**src/rtl/fxp_accumulate_stage.sv**
```systemverilog
// fxp_accumulate_stage
//   Accumulates a burst of signed fixed-point products into a saturating running sum.
//   A burst starts in IDLE on `start` and runs for `len` beats. Each beat either adds
//   `in_data` to the sum or subtracts it, depending on `in_sub`. The saturated result
//   is then offered on an output valid/ready handshake.
//
// Ports
//   clk, rst_n        : single clock, synchronous active-low reset
//   start, len        : begin a burst of `len` beats (sampled in IDLE only)
//   in_valid/in_ready : upstream beat handshake
//   in_data, in_sub   : signed product; 1 = subtract, 0 = add
//   out_valid/out_ready : result handshake
//   out_data, out_ovf : saturated sum and sticky saturation flag for the burst
//   busy              : high while a burst is in progress or its result is pending
module fxp_accumulate_stage #(
  parameter int unsigned WIDTH = 16,
  parameter int unsigned CNT_W = 8
) (
  input  logic             clk,
  input  logic             rst_n,
  input  logic             start,
  input  logic [CNT_W-1:0] len,
  input  logic             in_valid,
  output logic             in_ready,
  input  logic [WIDTH-1:0] in_data,
  input  logic             in_sub,
  output logic             out_valid,
  input  logic             out_ready,
  output logic [WIDTH-1:0] out_data,
  output logic             out_ovf,
  output logic             busy
);

  typedef enum logic [1:0] {StIdle, StAccum, StDone} state_e;

  state_e           r_state;
  logic [WIDTH-1:0] r_acc;
  logic [CNT_W-1:0] r_cnt;
  logic             r_ovf;

  logic             w_beat;
  logic [WIDTH:0]   w_a_ext;
  logic [WIDTH:0]   w_b_ext;
  logic [WIDTH:0]   w_b_op;
  logic [WIDTH:0]   w_sum;
  logic             w_sat_hit;
  logic [WIDTH-1:0] w_sat;

  // Outputs decode from state and registers only, so no input reaches an output.
  assign in_ready  = (r_state == StAccum);
  assign out_valid = (r_state == StDone);
  assign busy      = (r_state != StIdle);
  assign out_data  = out_valid ? r_acc : '0;
  assign out_ovf   = out_valid ? r_ovf : 1'b0;

  assign w_beat = in_valid && in_ready;

  // Both operands are widened by one bit before the add. Subtract inverts b and
  // injects a carry, so subtracting the most negative value still gives the
  // true positive magnitude.
  always_comb begin
    w_a_ext   = {r_acc[WIDTH-1], r_acc};
    w_b_ext   = {in_data[WIDTH-1], in_data};
    w_b_op    = in_sub ? ~w_b_ext : w_b_ext;
    w_sum     = w_a_ext + w_b_op + {{WIDTH{1'b0}}, in_sub};
    w_sat_hit = w_sum[WIDTH] ^ w_sum[WIDTH-1];
    w_sat     = w_sum[WIDTH-1:0];
    if (w_sat_hit) begin
      // The true sign is bit WIDTH, which selects the clamp direction.
      w_sat = w_sum[WIDTH] ? {1'b1, {(WIDTH-1){1'b0}}} : {1'b0, {(WIDTH-1){1'b1}}};
    end
  end

  always_ff @(posedge clk) begin
    if (!rst_n) begin
      r_state <= StIdle;
      r_acc   <= '0;
      r_cnt   <= '0;
      r_ovf   <= 1'b0;
    end else begin
      unique case (r_state)
        StIdle: begin
          if (start) begin
            r_acc <= '0;
            r_ovf <= 1'b0;
            if (len != '0) begin
              r_cnt   <= len;
              r_state <= StAccum;
            end else begin
              r_cnt   <= '0;
              r_state <= StDone;
            end
          end
        end
        StAccum: begin
          if (w_beat) begin
            r_acc <= w_sat;
            r_ovf <= r_ovf | w_sat_hit;
            r_cnt <= r_cnt - CNT_W'(1);
            if (r_cnt == CNT_W'(1)) r_state <= StDone;
          end
        end
        StDone: begin
          if (out_ready) r_state <= StIdle;
        end
        default: r_state <= StIdle;
      endcase
    end
  end

endmodule

```
**config.mk**
```make
export PLATFORM = sky130hd
export DESIGN_NAME = fxp_accumulate_stage
export DESIGN_NICKNAME = d
export VERILOG_FILES = /design/src/rtl/fxp_accumulate_stage.sv
export SDC_FILE = /design/constraint.sdc
export NUM_CORES = 1
export LEC_CHECK = 0
export CORE_MARGIN = 2
export CORE_UTILIZATION = 60
export DETAILED_ROUTE_END_ITERATION = 8
export DONT_BUFFER_PORTS = 1
export PLACE_DENSITY = 0.76
export SETUP_SLACK_MARGIN = 0.05
export SLEW_MARGIN = 25
export SYNTH_ARGS = -nofsm -noshare
export SYNTH_HDL_FRONTEND = slang
export SYNTH_SLANG_ARGS = --single-unit
export TNS_END_PERCENT = 50
```
**constraint.sdc**
```tcl
create_clock -name clk -period 8.2 [get_ports clk]
set_input_delay 1.64 -clock clk [delete_from_list [all_inputs] [get_ports clk]]
set_output_delay 1.64 -clock clk [all_outputs]
set_load 0.05 [all_outputs]
```
Word level (Yosys, flattened, before mapping)
Index checks and enable logic that the tools add are counted.
- word-level logic and storage cells: 45
- output and inout port bits: 20
- bits in registers: 27
- equality and inequality tests: 7
- add/sub/neg operators: 3
- mux-type cells: 21
- bitwise operators: 3
- reduce and logical (&&, ||, !) cells: 7
- operators with widths (kind ; number):
    2-to-1 mux 16 bit ; 5
    case mux 16 bit (2 select lines) ; 1
    2-to-1 mux 8 bit ; 3
    adder 17 x 1 -> 17 bit ; 1
    adder 17 bit ; 1
    2-to-1 mux 17 bit ; 1
    NOT 17 bit ; 1
    case mux 8 bit (2 select lines) ; 1
    2-to-1 mux 2 bit ; 5
    equality test 8 x 1 -> 1 bit (second input constant) ; 1
    nonzero test 8 bit ; 1
    subtractor 8 x 1 -> 8 bit (second input constant) ; 1
    != test 2 x 1 -> 1 bit (second input constant) ; 3
    case mux 2 bit (3 select lines) ; 1
    AND reduction 4 bit ; 1
    nonzero test 2 bit ; 2
    2-to-1 mux 1 bit ; 3
    AND reduction 3 bit ; 1
    equality test 2 x 1 -> 1 bit (second input constant) ; 1
    equality test 2 bit (second input constant) ; 1
    zero test 2 bit ; 1
    != test 2 bit (second input constant) ; 1
    case mux 1 bit (2 select lines) ; 1
    logical AND 1 bit ; 1
    2 further kinds ; 2

Depth between registers and ports, before layout
Gate-level depths: netlist (run 1).
- depth in word-level cells: 8
- mapped depth: 13
- depth with buffers taken out: 9

Least setup slack after synthesis (run 1)
OpenSTA, ideal clock, no wires.
- kind: input-to-reg
- from: in in_sub
- to: reg r_acc[9]
- stages: 12
- data arrival time: 4.252 ns
- path slack: 3.831 ns
- path through: buf_6 clkbuf_1 xor2_1 ha_1 buf_2 a21oi_1 nand2_1 a221oi_2 o211ai_4 mux2_4 and3_1 a32o_1
- word-level cells in the longest chain between the ends: 7
- elaborated cells between the ends (all ways): 8
- those cells by class: add/sub: 2; mux: 5; bitwise: 1
- ends and longest elaborated chain (element ; RTL line ; RTL):
    from (decl) ; 26 ; input logic in_sub,
    2-to-1 mux 17 bit ; 64 ; w_b_op = in_sub ? ~w_b_ext : w_b_ext;
    adder 17 bit ; 65 ; w_sum = w_a_ext + w_b_op + {{WIDTH{1'b0}}, in_sub};
    adder 17 x 1 -> 17 bit (*) ; 65 ;
    2-to-1 mux 16 bit / bitwise XOR 1 bit (equally long branches) ; 70, 66 ;
    2-to-1 mux 16 bit (*) ; 68 ; if (w_sat_hit) begin
    2-to-1 mux 16 bit (*) ; 96 ; if (w_beat) begin
    case mux 16 bit (2 select lines) (*) ; 81 ; unique case (r_state)
    to (signal assigned) ; 97 ; r_acc <= w_sat;
    to (decl) ; 37 ; logic [WIDTH-1:0] r_acc;
Mark *: on every way between the ends. The rest lies on a longest branch, timed or not. The select of a mux whose other input is x is not followed.
A chain may end at the register's enable or synchronous reset.

Worst setup path after layout (run 1)
- from: in in_data[0]
- to: reg r_acc[4]
- word-level cells in the longest chain between the ends: 8
- elaborated cells between the ends (all ways): 9
- those cells by class: add/sub: 2; mux: 5; bitwise: 2
- ends and longest elaborated chain (element ; RTL line ; RTL):
    from (decl) ; 25 ; input logic [WIDTH-1:0] in_data,
    NOT 17 bit ; 64 ;
    2-to-1 mux 17 bit (*) ; 64 ;
    adder 17 bit (*) ; 65 ;
    adder 17 x 1 -> 17 bit (*) ; 65 ;
    2-to-1 mux 16 bit / bitwise XOR 1 bit (equally long branches) ; 70, 66 ;
    2-to-1 mux 16 bit (*) ; 68 ;
    2-to-1 mux 16 bit (*) ; 96 ;
    case mux 16 bit (2 select lines) (*) ; 81 ;
Marks and branches as above.

==> results of run 1 <==
==> report_power, final <==
part	switching (mW)	leakage [nW]	internal (mW)
logic	0.0825	0.755	0.0545
clock network	0.0407	0.0228	0.0348
registers	0.00920	0.221	0.140
==> state kept, by name, indices dropped and copies added (netlist names) <==
| register | flops |
|---|---|
| r_acc | 16 |
| r_cnt | 8 |
| r_state | 2 |
| r_ovf | 1 |
==> worst min-delay path, delay by kind of cell, from the launching register on <==
kind | cells | cell delay (ps)
compound gates | 2 | 130
flops | 1 | 320
==> Yosys cell counts, drive strengths merged, types with 9 or more instances <==
library cell and number:
a21oi 37, nor2 22, xor2 19, nand3 9, dfxtp 27, a211oi 10
o21ai 10, clkbuf 13, ha 17, and2 20, nand2 36
==> worst max path at each step <==
stage | from | end | slack, ps | depth (start not counted)
2_1_floorplan | in_sub | r_acc[9] | 3830 | 12
3_3_place_gp | in_data[0] | r_acc[3] | 4080 | 9
3_5_place_dp | in_data[0] | r_acc[4] | 4060 | 9
4_1_cts | in_data[0] | r_acc[4] | 4350 | 9
5_1_grt | in_data[0] | r_acc[6] | 4160 | 9
6_report | in_data[0] | r_acc[4] | 4340 | 9
==> final cells by class <==
class                   count  share of cell area, %
well taps                  48                   2.48
repair buffers              1                  0.310
flip-flops and latches     27                   22.3
multi-input cells         256                   72.1
inverters                   6                  0.931
clock buffers               4                   1.86
==> routing by layer <==
metal | vias to the layer above | wire length, um
met4 | 0 | 68
met5 | - | 0
met3 | 6 | 343
met1 | 1032 | 2650
met2 | 75 | 2430
li1 | 1091 | -
==> metrics by stage <==
step | worst slack (ps) | hold slack [ps] | util (%) | total power, mW
2_1_floorplan | 3830 | 450 | - | 0.265
3_3_place_gp | 4080 | 470 | 63.2 | 0.285
3_5_place_dp | 4060 | 479 | 63.4 | 0.287
4_1_cts | 4350 | 492 | 64.6 | 0.360
5_1_grt | 4160 | 531 | 64.6 | 0.387
6_report | 4340 | 495 | 64.6 | 0.362
==> cells by family after synthesis <==
logic type                 Yosys count
and+or+nand+nor                    113
muxes                                5
xor gates and xnor gates            25
AOI/OAI and AO/OA                   95
buffers and inverters               24
DFF                                 27
adders and majority gates           18
==> flow_metrics.py, run 1 <==
metrics = {
    "critical_path": {
        "cp_slowest_cell": "fa_1",
        "crit_path_end_kind": "flip-flop",
        "criticalPathCategory": "primary input to flip-flop",
        "slowest_delay_ps": 420,
        "crit_arrival_ps": 3980,
        "r2r_start": "r_acc[0]",
        "critPathBufInv": 0,
        "reg2reg_setup_slack_ps": 5330,
        "cpLargestDelayFamily": "compound AO/OA/AOI/OAI gates",
        "reg2reg_depth": 9,
        "path_cells": "mux2_4 -> fa_1 -> a211oi_1 -> nor4_1 -> o21ai_0 -> a21boi_1 -> mux2i_4 -> and2_1 -> a211oi_1",
        "critical_path_peak_fanout": 10,
        "cp-start-kind": "primary input",
        "cp.required_ps": 8320,
        "crit_top_cell": "a211oi_1",
        "r2r-end": "r_acc[4]",
    },
    "final_layout": {
        "nets": 343,
        "instances_no_fill": 342,
        "multiInputGateArea_um2": 1740,
        "drive_above_1_share_pct": 6.12,
        "register_area_um2": 541,
        "stdcell_area_um2": 2420,
        "areaGrowthSynthToFinish_pct": 1.79,
        "n_fill_cell": 350,
        "antenna_cells": 0,
        "final_common_cell": "a21oi_1",
        "final_cell_mix": "a21oi_1, nand2_1, dfxtp_1, nor2_1, and2_1",
    },
    "clocking": {
        "cts_tree": "built",
        "cts_root_buffer": "clkbuf_8",
        "cts.clk_slew.worst_paths_ps": 90,
        "post-cts-setup-buffers": 0,
        "cts_resized": 0,
        "hold_buffers": 0,
        "cts_inserted_buffers": 3,
        "clk_latency_ps": 270,
        "htreeDepth": 1,
        "cts_buffer_depth": 2,
        "cts_sinks": 27,
    },
    "grt": {
        "grt_max_degree": 24,
        "grt_pass1_vias": 2029,
        "grt_use_met1_pct": 36.6,
        "grtUsageMet2_pct": 42.6,
        "grt.total_usage_pct": 26.3,
        "grt.busiest_layer": "met2",
        "antenna_found_initial": 0,
        "grt.overflow.total": 0,
        "grt_pass1_wl_um": 9180,
        "grtUsageMet3_pct": 2.36,
    },
    "flow_run": {
        "maxCapViolCount": 0,
    },
    "synthesis": {
        "yosysTopAreaCell": "dfxtp_1",
        "synth_cell_type_count": 52,
        "yosys_warnings": 0,
        "yosysSeqAreaShare_pct": 22.7,
        "synthTopCellsByArea": "dfxtp_1, ha_1, a21oi_1, xor2_1, nand2_1",
        "synthAdderAreaFrac_pct": 9.79,
        "async_flop_share_pct": 0,
        "synth-xor-area-share_pct": 9.21,
        "yosysTopAreaCellShare_pct": 22.7,
        "synth_top_family_by_area": "compound AO/OA/AOI/OAI gates",
        "synth_compound_area_share_pct": 27.5,
        "synth_edf_count": 0,
        "synth_mux_area_share_pct": 3.11,
        "syn_nets": 355,
        "synth_seq_cells": 27,
        "syn_area_um2": 2380,
        "dominantRegCellSynth": "dfxtp_1",
        "synth_area_per_cell_um2": 7.74,
        "synth-simple-area-share_pct": 23.4,
        "syn_inst": 307,
    },
    "timing": {
        "max_freq_mhz": 259,
        "period_needed_ps": 3860,
        "slew_violations": 0,
        "worst_slew_pin_slew_ps": 849,
        "finClkSkew_ps": 3.62,
        "min_period_over_period_pct": 47.1,
        "setup_viol_count_final": 0,
        "tns_ps": 0,
        "finalHoldViolations": 0,
        "max_slew_margin_pct": 43.4,
        "rsz0062_at_grt": "no",
    },
    "worst_hold_path": {
        "min-delay-start": "r_cnt[5]",
        "hold_path_class": "flip-flop to flip-flop",
        "whs_path_depth": 2,
        "hold_end": "r_cnt[5]",
    },
    "floorplan": {
        "die_w_um": 66.9,
        "die_y_um": 66.9,
        "num_rows": 22,
        "fp.dieArea_um2": 4480,
        "core_um2": 3740,
        "start_util_pct": 63.5,
        "ios": 50,
    },
    "power_and_ir_drop": {
        "power.leakage_nw": 0.999,
        "powerDensity_nw_per_um2": 150,
        "ir_drop_mv": 0.0682,
    },
    "route": {
        "post_drt_wl_per_cell_um": 16.1,
        "first_pass_iters": 4,
        "remaining_drc_errors": 0,
        "routed_wl_um": 5490,
        "vias": 2204,
        "ant_nets": 0,
        "drt_iter0_drc": 106,
        "via_per_inst": 6.44,
    },
    "placement": {
        "placed_cell_area_um2": 2370,
        "dpl.cell_count": 338,
        "port_buffers": 0,
        "place.gp.congestion": 0.902,
        "dp_hpwl_um": 4050,
    },
    "run_status": {
        "status": "finished, final reports clean",
    },
}
No activity file was read; power rests on OpenSTA's default activity.
==> run 2: changes to the inputs <==
- clock period: 8.2 -> 3.7 ns (I/O delays scaled with it)
==> flow_metrics.py, run 2 (same netlist as run 1, synthesis figures left out) <==
metrics = {
    "run_status": {
        "status": "finished, final reports clean",
    },
    "final_layout": {
        "nets": 347,
        "instances_no_fill": 346,
        "final_cell_mix": "a21oi_1, nand2_1, dfxtp_1, nor2_1, and2_1",
        "areaGrowthSynthToFinish_pct": 2.74,
        "largest_register_ffs": 16,
        "final_common_cell": "a21oi_1",
        "reg_top3": "r_acc x16, r_cnt x8, r_state x2",
        "antenna_cells": 0,
        "drive_above_1_share_pct": 7.05,
        "regMostFlops": "r_acc",
        "n_fill_cell": 331,
        "stdcell_area_um2": 2440,
        "post-route-util_pct": 65.2,
    },
    "clocking": {
        "cts_tree": "built",
        "cts_root_buffer": "clkbuf_8",
        "cts.clk_slew.worst_paths_ps": 90,
        "cts_inserted_buffers": 3,
        "cts_resized": 0,
        "cts_sinks": 27,
        "htreeDepth": 1,
        "post-cts-setup-buffers": 0,
        "clk_latency_ps": 270,
        "cts_buffer_depth": 2,
        "hold_buffers": 0,
    },
    "timing": {
        "setup_viol_count_final": 0,
        "period_needed_ps": 3020,
        "finClkSkew_ps": 5.76,
        "finalHoldViolations": 0,
        "slew_violations": 0,
        "max_freq_mhz": 331,
        "tns_ps": 0,
        "max_slew_margin_pct": 48.8,
        "min_period_over_period_pct": 81.5,
        "worst_slew_pin_slew_ps": 768,
        "rsz0062_at_grt": "no",
        "setup_slack_ps": 683,
    },
    "floorplan": {
        "ios": 50,
        "fp.dieArea_um2": 4480,
        "die_y_um": 66.9,
        "start_util_pct": 63.5,
        "die_w_um": 66.9,
        "core_um2": 3740,
        "num_rows": 22,
    },
    "power_and_ir_drop": {
        "power.leakage_nw": 1.02,
        "ir_drop_mv": 0.183,
        "powerDensity_nw_per_um2": 331,
    },
    "critical_path": {
        "crit_arrival_ps": 3150,
        "cp_slowest_cell": "fa_1",
        "crit_path_end_kind": "flip-flop",
        "cp-start-kind": "primary input",
        "crit_top_cell": "a211oi_1",
        "cp.required_ps": 3830,
        "path_cells": "mux2_4 -> fa_1 -> a211oi_1 -> nor4_1 -> o21ai_0 -> a21boi_1 -> mux2i_4 -> and2_1 -> a211oi_1",
        "slowest_delay_ps": 420,
        "critical_path_peak_fanout": 10,
        "criticalPathCategory": "primary input to flip-flop",
    },
    "route": {
        "routed_wl_um": 5680,
        "remaining_drc_errors": 0,
        "drt_iter0_drc": 163,
        "via_per_inst": 6.42,
        "vias": 2221,
        "ant_nets": 0,
        "first_pass_iters": 4,
        "post_drt_wl_per_cell_um": 16.4,
    },
    "grt": {
        "grt.total_usage_pct": 26.2,
        "antenna_found_initial": 0,
        "grt_max_degree": 24,
        "grt_pass1_vias": 2018,
        "grt_pass1_wl_um": 9170,
        "grt.overflow.total": 0,
    },
    "placement": {
        "dp_slack_ps": 449,
        "port_buffers": 0,
        "place.gp.congestion": 0.900,
        "placed_cell_area_um2": 2400,
        "dpl.cell_count": 342,
        "dp_hpwl_um": 4310,
    },
    "worst_hold_path": {
        "hold_path_class": "flip-flop to flip-flop",
    },
    "flow_run": {
        "maxCapViolCount": 0,
    },
}
## run 2: per-stage QoR
stage / hold WS, ps / total power, mW
floorplan: 450 / 0.588
global placement: 473 / 0.635
detailed placement: 485 / 0.641
CTS: 501 / 0.806
global route: 518 / 0.862
finish: 503 / 0.809
## run 2: final cells by class
| class | instances | area [um2] | share of cell area (%) |
|---|---|---|---|
| timing repair buffer | 5 | 37.5 | 1.54 |
| sequential | 27 | 541 | 22.1 |
| multi-input combinational | 256 | 1740 | 71.1 |
| inverter | 6 | 22.5 | 0.922 |
| clock buffer | 4 | 45.0 | 1.84 |
| tap | 48 | 60.1 | 2.46 |
## run 2: critical path, delay by kind of cell
family | cells | cell delay [ps]
AOI/OAI and AO/OA | 4 | 860
muxes | 2 | 630
and+or+nand+nor | 2 | 500
adders and majority gates | 1 | 420
## run 2: final timing paths
path / from / endpoint / slack, ps / depth (start not counted)
hold / removal: r_cnt[5] / r_cnt[5] / 500 / 2
hold reg to reg: r_cnt[5] / r_cnt[5] / 500 / 2
setup reg to reg: r_acc[0] / r_acc[5] / 790 / 9
setup / recovery: in_data[0] / r_acc[5] / 680 / 9
## run 2: metal layers
metal,up-vias,track usage [%],wire length [um]
li1,1105,-,-
met1,1022,34.4,2460
met2,90,45.0,2700
met3,4,3.89,486
met4,0,6.12,45
met5,-,0,0
## run 2: report_power, final
group | internal [mW] | switching (mW)
sequential | 0.310 | 0.0196
clock | 0.0771 | 0.0918
combinational | 0.124 | 0.185
total | 0.512 | 0.297
==> run 3: changes to the inputs <==
- CORE_UTILIZATION: 60 -> 58
- clock period: 3.7 -> 2.7 ns (I/O delays scaled with it)
==> flow_metrics.py, run 3 (same netlist as run 1, synthesis figures left out) <==
metrics = {
    "final_layout": {
        "n_fill_cell": 373,
        "areaGrowthSynthToFinish_pct": 10.7,
        "stdcell_area_um2": 2630,
        "regMostFlops": "r_acc",
        "antenna_cells": 0,
        "reg_top3": "r_acc x16, r_cnt x8, r_state x2",
        "final_cell_mix": "nand2_1, a21oi_1, dfxtp_1, buf_4, nor2_1",
        "post-route-util_pct": 66.3,
        "nets": 366,
        "drive_above_1_share_pct": 14.2,
        "instances_no_fill": 367,
        "largest_register_ffs": 16,
    },
    "critical_path": {
        "crit_end": "r_acc[14]",
        "cp_slowest_cell": "fa_1",
        "criticalPathCategory": "flip-flop to flip-flop",
        "critical_path_peak_fanout": 6,
        "crit_path_end_kind": "flip-flop",
        "startpoint": "r_acc[0]",
        "reg2reg_depth": 10,
        "path_cells": "mux2_4 -> fa_1 -> a211oi_2 -> nor4_1 -> o21ai_0 -> nand3_1 -> mux2_4 -> buf_4 -> nand4_1 -> a311oi_1",
        "r2r_start": "r_acc[0]",
        "crit_cells": 10,
        "critPathBufInv": 1,
        "cp.required_ps": 2820,
        "cpLargestDelayFamily": "multiplexers",
        "crit_top_cell": "mux2_4",
        "crit_arrival_ps": 2650,
        "r2r-end": "r_acc[14]",
        "slowest_delay_ps": 400,
        "reg2reg_setup_slack_ps": 180,
        "cp-start-kind": "flip-flop",
    },
    "clocking": {
        "htreeDepth": 1,
        "cts_root_buffer": "clkbuf_8",
        "cts_inserted_buffers": 3,
        "cts_resized": 0,
        "hold_buffers": 0,
        "clk_latency_ps": 270,
        "cts_buffer_depth": 2,
        "cts.clk_slew.worst_paths_ps": 100,
        "cts_tree": "built",
        "cts_sinks": 27,
        "post-cts-setup-buffers": 0,
    },
    "placement": {
        "place.gp.congestion": 0.873,
        "dpl.cell_count": 363,
        "port_buffers": 0,
        "dp_hpwl_um": 4490,
        "placed_cell_area_um2": 2590,
    },
    "grt": {
        "grt_pass1_vias": 2033,
        "grt.total_usage_pct": 25.8,
        "grt.overflow.total": 0,
        "antenna_found_initial": 0,
        "grt_pass1_wl_um": 9190,
        "grt_max_degree": 24,
    },
    "route": {
        "first_pass_iters": 4,
        "vias": 2290,
        "routed_wl_um": 5870,
        "remaining_drc_errors": 0,
        "drt_iter0_drc": 194,
        "post_drt_wl_per_cell_um": 16.0,
        "via_per_inst": 6.24,
        "ant_nets": 0,
    },
    "timing": {
        "period_needed_ps": 2520,
        "slew_violations": 0,
        "rsz0062_at_grt": "no",
        "max_slew_margin_pct": 48.4,
        "max_freq_mhz": 397,
        "worst_slew_pin_slew_ps": 773,
        "min_period_over_period_pct": 93.4,
        "finClkSkew_ps": 4.26,
        "setup_viol_count_final": 0,
        "finalHoldViolations": 0,
    },
    "floorplan": {
        "ios": 50,
        "fp.dieArea_um2": 4630,
        "die_w_um": 68.0,
        "core_um2": 3970,
        "start_util_pct": 59.9,
        "die_y_um": 68.0,
        "num_rows": 23,
    },
    "run_status": {
        "status": "finished, final reports clean",
    },
    "power_and_ir_drop": {
        "ir_drop_mv": 0.233,
        "power.leakage_nw": 1.12,
        "powerDensity_nw_per_um2": 443,
    },
    "worst_hold_path": {
        "hold_path_class": "primary input to flip-flop",
    },
    "flow_run": {
        "maxCapViolCount": 0,
    },
}
-- run 3: cell types whose count changed in the layout (fill, tap and decap cells not counted), sizes merged --
| cell | before | now |
|---|---|---|
| clkbuf | 4 | 3 |
| buf | 5 | 24 |
| clkinv | 0 | 1 |
-- run 3: metrics by stage --
step                      total power [mW]  worst slack (ps)  setup TNS [ps]  hold WS (ps)
after global routing                  1.25              59.5               0           379
after detailed placement             0.935             -22.6           -72.1           491
after floorplan                      0.828              -172           -2090           450
after global placement               0.925              2.62               0           471
after CTS                             1.17               182               0           386
final                                 1.16               179               0           391
-- run 3: how the worst min path moves through the flow --
stage                     startpoint       end  slack, ps  cells after the start
final                          rst_n     r_ovf        390                      1
after global routing           rst_n     r_ovf        380                      1
after CTS                      rst_n     r_ovf        390                      1
after detailed placement       r_ovf     r_ovf        490                      1
after global placement      r_cnt[5]  r_cnt[5]        470                      2
after floorplan             r_cnt[5]  r_cnt[5]        450                      2
-- run 3: layout make-up --
type | instances | area (um2) | area share [%]
Inverter | 6 | 22.5 | 0.856
Clock inverter | 1 | 5.00 | 0.190
Timing Repair Buffer | 24 | 193 | 7.32
Multi-Input combinational cell | 256 | 1770 | 67.2
Tap cell | 50 | 62.6 | 2.38
Clock buffer | 3 | 41.3 | 1.57
Sequential cell | 27 | 541 | 20.5
-- run 3: power by group --
part	total (mW)	switching, mW	internal (mW)
clock	0.234	0.130	0.103
sequential	0.453	0.0272	0.425
combinational	0.478	0.267	0.211
-- run 3: worst register-to-register path, cell delays in order (launching register included) --
cell,delay [ps]
dfxtp_1,370
mux2_4,280
fa_1,400
a211oi_2,230
nor4_1,90
o21ai_0,210
nand3_1,140
mux2_4,320
buf_4,160
nand4_1,80
a311oi_1,90
-- run 3: metal layers --
metal	wire length [um]	vias to the layer above	GRT usage [%]
met1	2700	1076	35.0
met2	2830	67	43.7
met4	40	0	6.50
met5	0	-	0
li1	-	1143	-
met3	295	4	2.47
